File: src/rtl/wb_copy_engine.sv
// Wishbone pipelined master that copies a block of words between RAM regions,
// one read followed by one write per word, over a single memory port.
module wb_copy_engine #(
  parameter int ADDR_WIDTH = 9,
  parameter int DATA_WIDTH = 32,
  parameter int SEL_WIDTH  = DATA_WIDTH / 8
) (
  input  logic                  clk,
  input  logic                  rst_n,
  input  logic                  cmd_valid,
  output logic                  cmd_ready,
  input  logic [ADDR_WIDTH-1:0] cmd_src,
  input  logic [ADDR_WIDTH-1:0] cmd_dst,
  input  logic [ADDR_WIDTH:0]   cmd_len,
  output logic                  busy,
  output logic                  done,
  output logic [ADDR_WIDTH:0]   words_done,
  output logic [ADDR_WIDTH-1:0] wb_addr_o,
  output logic [DATA_WIDTH-1:0] wb_data_o,
  output logic [SEL_WIDTH-1:0]  wb_sel_o,
  output logic                  wb_we_o,
  output logic                  wb_stb_o,
  input  logic                  wb_ack_i,
  input  logic                  wb_stall_i,
  input  logic [DATA_WIDTH-1:0] wb_data_i
);

  typedef enum logic [2:0] {
    IDLE, RD_REQ, RD_WAIT, WR_REQ, WR_WAIT, FINISH
  } state_t;

  localparam logic [ADDR_WIDTH:0] LenOne = {{ADDR_WIDTH{1'b0}}, 1'b1};

  state_t                state_q, state_d;
  logic [ADDR_WIDTH-1:0] src_q, dst_q;
  logic [ADDR_WIDTH:0]   remain_q, words_q;
  logic [DATA_WIDTH-1:0] buf_q;

  always_ff @(posedge clk or negedge rst_n) begin
    if (!rst_n) state_q <= IDLE;
    else        state_q <= state_d;
  end

  // A stalled request simply stays in its REQ state, which keeps every bus
  // output stable because they are all decoded from registers.
  always_comb begin
    state_d = state_q;
    case (state_q)
      IDLE:    if (cmd_valid) state_d = (cmd_len == '0) ? FINISH : RD_REQ;
      RD_REQ:  if (!wb_stall_i) state_d = RD_WAIT;
      RD_WAIT: if (wb_ack_i) state_d = WR_REQ;
      WR_REQ:  if (!wb_stall_i) state_d = WR_WAIT;
      WR_WAIT: if (wb_ack_i) state_d = (remain_q == LenOne) ? FINISH : RD_REQ;
      FINISH:  state_d = IDLE;
      default: state_d = IDLE;
    endcase
  end

  always_ff @(posedge clk or negedge rst_n) begin
    if (!rst_n) begin
      src_q    <= '0;
      dst_q    <= '0;
      remain_q <= '0;
      words_q  <= '0;
      buf_q    <= '0;
    end else begin
      if (state_q == IDLE && cmd_valid) begin
        src_q    <= cmd_src;
        dst_q    <= cmd_dst;
        remain_q <= cmd_len;
        words_q  <= '0;
      end
      if (state_q == RD_WAIT && wb_ack_i) buf_q <= wb_data_i;
      // Address increments wrap naturally at the register width.
      if (state_q == WR_WAIT && wb_ack_i) begin
        src_q    <= src_q + 1'b1;
        dst_q    <= dst_q + 1'b1;
        words_q  <= words_q + LenOne;
        remain_q <= remain_q - LenOne;
      end
    end
  end

  always_comb begin
    wb_stb_o  = (state_q == RD_REQ) || (state_q == WR_REQ);
    wb_we_o   = (state_q == WR_REQ);
    wb_addr_o = '0;
    wb_data_o = '0;
    if (state_q == RD_REQ) wb_addr_o = src_q;
    if (state_q == WR_REQ) begin
      wb_addr_o = dst_q;
      wb_data_o = buf_q;
    end
    wb_sel_o   = wb_stb_o ? {SEL_WIDTH{1'b1}} : {SEL_WIDTH{1'b0}};
    cmd_ready  = (state_q == IDLE);
    busy       = (state_q != IDLE);
    done       = (state_q == FINISH);
    words_done = words_q;
  end

endmodule

File: config.mk
export PLATFORM = sky130hd
export DESIGN_NAME = wb_copy_engine
export DESIGN_NICKNAME = d
export VERILOG_FILES = /design/src/rtl/wb_copy_engine.sv
export SDC_FILE = /design/constraint.sdc
export NUM_CORES = 1
export LEC_CHECK = 0
export ABC_AREA = 0
export ABC_CLOCK_PERIOD_IN_PS = 2200
export BUFFER_PORTS_ARGS = -buffer_cell sky130_fd_sc_hd__buf_4
export CAP_MARGIN = 20
export CELL_PAD_IN_SITES_DETAIL_PLACEMENT = 1
export CELL_PAD_IN_SITES_GLOBAL_PLACEMENT = 1
export CORE_ASPECT_RATIO = 1.5
export CORE_MARGIN = 1.5
export CORE_UTILIZATION = 39
export DETAILED_ROUTE_END_ITERATION = 10
export GPL_ROUTABILITY_DRIVEN = 0
export PLACE_DENSITY = 0.8
export SLEW_MARGIN = 15
export SYNTH_ARGS = -nofsm -noshare
export SYNTH_HDL_FRONTEND = slang
export SYNTH_SLANG_ARGS = --single-unit
File: constraint.sdc
create_clock -name clk -period 2.2 [get_ports clk]
set_input_delay 0.22 -clock clk [delete_from_list [all_inputs] [get_ports clk]]
set_output_delay 0.22 -clock clk [all_outputs]
set_load 0.03 [all_outputs]
== Word-level counts from Yosys, hierarchy flattened ==
Index checks and enable logic that the tools add are counted.

* Flip-flop bits (word level): 73
* Input port bits: 65
* Output and inout bits: 60
* Logic and storage cells: 50

* Add/sub/neg operators: 4
* Equal/unequal tests: 11
* Mux-type cells: 20
* Reductions and logical operators: 9

{| class="wikitable"
|+ Operators with widths
! kind !! count
|-
| 2-to-1 mux 9 bit || 6
|-
| 2-to-1 mux 10 bit || 4
|-
| 2-to-1 mux 32 bit || 1
|-
| 2-to-1 mux 3 bit || 7
|-
| adder 9 x 1 -> 9 bit, second input constant || 2
|-
| case mux 3 bit (5 select lines) || 1
|-
| adder 10 x 1 -> 10 bit, second input constant || 1
|-
| equality test 10 x 1 -> 1 bit, second input constant || 1
|-
| logical NOT 10 bit || 1
|-
| != test 2 bit, second input constant || 5
|-
| subtractor 10 x 1 -> 10 bit, second input constant || 1
|-
| equality test 3 x 2 -> 1 bit, second input constant || 2
|-
| equality test 3 bit, second input constant || 2
|-
| AND reduction 5 bit || 1
|-
| 2-to-1 mux 4 bit || 1
|-
| equality test 3 x 1 -> 1 bit, second input constant || 1
|-
| logical AND 1 bit || 3
|-
| logical NOT 3 bit || 1
|-
| nonzero test 3 bit || 1
|-
| nonzero test 2 bit || 1
|-
| logical OR 1 bit || 1
|}

== Longest topological paths before layout ==
* Depth after elaboration: 4
* Gate-level depth with buffers: 7
* Gate-level depth less buffers: 5

== Least setup slack after synthesis ==
OpenSTA, ideal clock, no wires.

* Kind: register to output
* From: register state_q[0]
* To: output wb_data_o[23]
* Arrival time: 1,702 ps
* Data required time: 1,980 ps
* Path slack: 278 ps
* Stages on the path, launching flop included: 6
* Path buffers: 2
* Cells stage by stage: dfrtp_1 -> buf_2 -> nand2_1 -> inv_1 -> clkbuf_1 -> and3_1

* Word-level cells in the longest chain between the ends: 2

{| class="wikitable"
|+ RTL lines
! element !! RTL line !! RTL
|-
| start, declared || 34 || <nowiki>state_t state_q, state_d;</nowiki>
|-
| start signal, assigned || 41 || <nowiki>else state_q <= state_d;</nowiki>
|-
| equality test 3 x 2 -> 1 bit || 90 || <nowiki>if (state_q == WR_REQ) begin</nowiki>
|-
| 2-to-1 mux 32 bit || 90 ||
|-
| end, declared || 19 || <nowiki>output logic [DATA_WIDTH-1:0] wb_data_o,</nowiki>
|}

No other way between the ends.

== Worst setup path after layout ==
* From: register state_q[2]
* To: output wb_data_o[10]

The elaborated chain is that of the path after synthesis.

==> qor.yml <==
status:
  status: "complete, no violations"
die:
  num_rows: 44
  dieArea_mm2: 0.01063
  fp.dieH_um: 125.5
  coreArea_mm2: 0.009689
  die_w_um: 84.69
  ios: 125
  start_util_pct: 40.29
route:
  num_vias: 3489
  drtPass1Iterations: 4
  wl_per_cell_um: 18.42
  ant_nets: 0
  vias_per_cell: 5.637
  drc: 0
  drt_iter0_markers: 133
  wirelength_um: 11400
yosys:
  yosys-top-cells-area: "dfrtp_1, mux2_2, and3_1, nand2_1, mux2i_1"
  synth_top_cell_area_share_pct: 46.79
  async_reset_ff_share_pct: 100.0
  syn-instance-count: 383
  netlist_area_mm2: 0.003904
  synth_commonest_cells: "dfrtp_1, and3_1, nand2_1"
  yosys.cell_count.top_type: "dfrtp_1"
  ys_seq_elements: 73
  synth-edff-count: 0
  syn_area_per_cell_um2: 10.19
  synth_fp_nets: 453
  yosys_warnings: 0
  yosysSeqAreaShare_pct: 46.79
  synth_top_area_cell: "dfrtp_1"
  ys_types: 49
  synth_ff_type: "dfrtp_1"
pwr:
  switchingPower_uw: 3209
  p_per_area_mw_per_mm2: 1460
  p_comb_share_pct: 48.8
  internal_power_uw: 4424
  seq_power_share_pct: 31.7
  clkPwrFrac_pct: 19.4
  cellLeakagePower_uw: 0.002549
  fin_total_pwr_uw: 7633
  swShare_pct: 42.04
  irDropWorstVdd_mv: 1.003
timing:
  max_clock_freq_ghz: 0.4918
  rsz0062_at_grt: "false"
  finalSetupViolations: 0
  worstMarginPinSlew_ps: 958.4
  post-route-period-util_pct: 92.43
  fin_setup_tns_ps: 0
  skew_ps: 5.594
  period_needed_ps: 2033
  whs_ps: 6.174
  drv_slew: 0
  slew_headroom_pct: 36.10
  hold_viol_final: 0
final_layout:
  layout-drive-gt1-share_pct: 38.69
  utilization_pct: 53.96
  area_growth_pct: 33.94
  finalNetCount: 569
  n_antenna_cell: 0
worst_setup_path:
  worst-path-buf-inv: 5
  crit_chain: "buf_4 -> inv_1 -> nand2_1 -> inv_1 -> buf_6 -> and3_1 -> buf_4"
  end_kind: "primary output"
  crit_path_max_fanout: 38
  r2r_cells: 4
  path_depth: 7
  r2r-end: "remain_q[2]"
  worst_setup_path_start_kind: "register"
  regToRegSetupSlack_ps: 300
  required_ps: 1980
  arrival_ps: 1810
  cp_slowest_cell: "dfrtp_1"
  r2r-start: "state_q[2]"
  critPathKind: "register to primary output"
  critPathTopFamily: "buffers and inverters"
  max_stage_delay_ps: 440
global_routing:
  grt_pass1_wl_um: 18360
  first_global_vias: 3678
  grt_max_degree: 74
  grt.overflow.total: 0
  grt.total_usage_pct: 21.84
  antenna_found_initial: 0
clock_network:
  htree_levels: 3
  cts.hold.buffers_added: 0
  clock_sinks: 73
  cts.reportedPaths.clkPinSlew_ps: 60
  cts_tree: "built"
  cts_buffers: 9
  cts_root_buffer: "clkbuf_16"
  post_cts_buffers: 0
  clk-insertion-delay-late_ps: 330
  clock_path_buffers: 2
flow_run:
  cap_violations: 0
placement:
  dpl.hpwl_um: 8129
  port_buffers: 124
hold_path:
  hold_path.class: "primary input to async pin"
flip-flops by register name, summed over array words and instances, names as in the netlist:
signal      flops
words_done     10
remain_q       10
state_q         3
src_q           9
buf_q          32
dst_q           9
worst reg2reg max path: stages (launching register included):
cell	delay, ps
dfrtp_1	440
or4b_4	690
nand2_1	270
a21oi_1	120
a311oi_1	270
area by class of cell:
type	count	area [um2]
Fill cell	1106	4461
Timing Repair Buffer	137	1070
Sequential cell	73	1827
Multi-Input combinational cell	272	1859
Tap cell	115	143.9
Inverter	6	22.52
Clock buffer	10	239.0
Clock inverter	6	67.56
layer usage:
metal	global-route usage (%)	vias to the layer above	share of wire, %
met5	0	-	0
met4	6.736	0	1.1
li1	-	1631	-
met1	25.59	1706	40
met3	4.356	12	6.0
met2	39.64	140	52
layout by cell type (no fill, tap or decap), types with 2 or more instances in the layout:
| cell | n |
|---|---|
| a21o_1 | 2 |
| a21oi_1 | 9 |
| a31o_2 | 2 |
| a31oi_1 | 4 |
| and3_1 | 42 |
| buf_12 | 3 |
| buf_4 | 133 |
| clkbuf_16 | 9 |
| clkinv_4 | 2 |
| clkinvlp_4 | 2 |
| dfrtp_1 | 73 |
| ha_1 | 5 |
| inv_1 | 5 |
| mux2_2 | 31 |
| mux2i_1 | 14 |
| nand2_1 | 39 |
| nand3_1 | 13 |
| nand4_1 | 7 |
| nor2_1 | 27 |
| nor3_1 | 6 |
| nor4_1 | 5 |
| nor4b_4 | 2 |
| o211ai_1 | 10 |
| o21ai_0 | 17 |
| o221a_2 | 3 |
| o22ai_1 | 3 |
| o311ai_0 | 3 |
| o31a_1 | 2 |
| o31ai_1 | 3 |
| or3_1 | 5 |
metrics by stage:
stage | setup slack (ps) | instance area [um2] | cells
2_1_floorplan | 277.9 | 3904 | 383
3_3_place_gp | 372.2 | 4918 | 603
3_5_place_dp | 348.3 | 4918 | 603
4_1_cts | 87.38 | 5225 | 619
5_1_grt | 49.78 | 5229 | 619
6_report | 166.6 | 5229 | 619
worst max path at each step:
stage | startpoint | endpoint | slack, ps
floorplan | state_q[0] | wb_data_o[23] | 280
global placement | state_q[2] | dst_q[4] | 370
detailed placement | state_q[2] | dst_q[4] | 350
CTS | state_q[2] | wb_data_o[10] | 90
global route | state_q[2] | wb_data_o[5] | 50
finish | state_q[2] | wb_data_o[10] | 170
logic make-up after synthesis:
| group | share of synthesized area [%] |
|---|---|
| buffers and inverters | 5.801 |
| adder cells (fa/ha/maj) | 1.603 |
| AO/OA/AOI/OAI | 11.92 |
| XOR/XNOR | 0.2244 |
| AND/OR/NAND/NOR | 20.83 |
| multiplexers | 12.82 |
| flip-flops | 46.79 |
power groups by stage:
stage,Clock (uW),Combinational (uW),Sequential (uW)
after floorplan,0,2650,2270
after CTS,1520,3760,2420
final,1480,3730,2420
after detailed placement,0,3720,2440
after global routing,1580,4010,2520
after global placement,0,3610,2370
what timing repair did:
item / in CTS / in global routing
endpoints found under the setup margin: 0 / 10
endpoints found under the hold margin: 0 / 0
gates resized for setup: 0 / 1
Note: power is estimated with default switching activity, not from simulation.
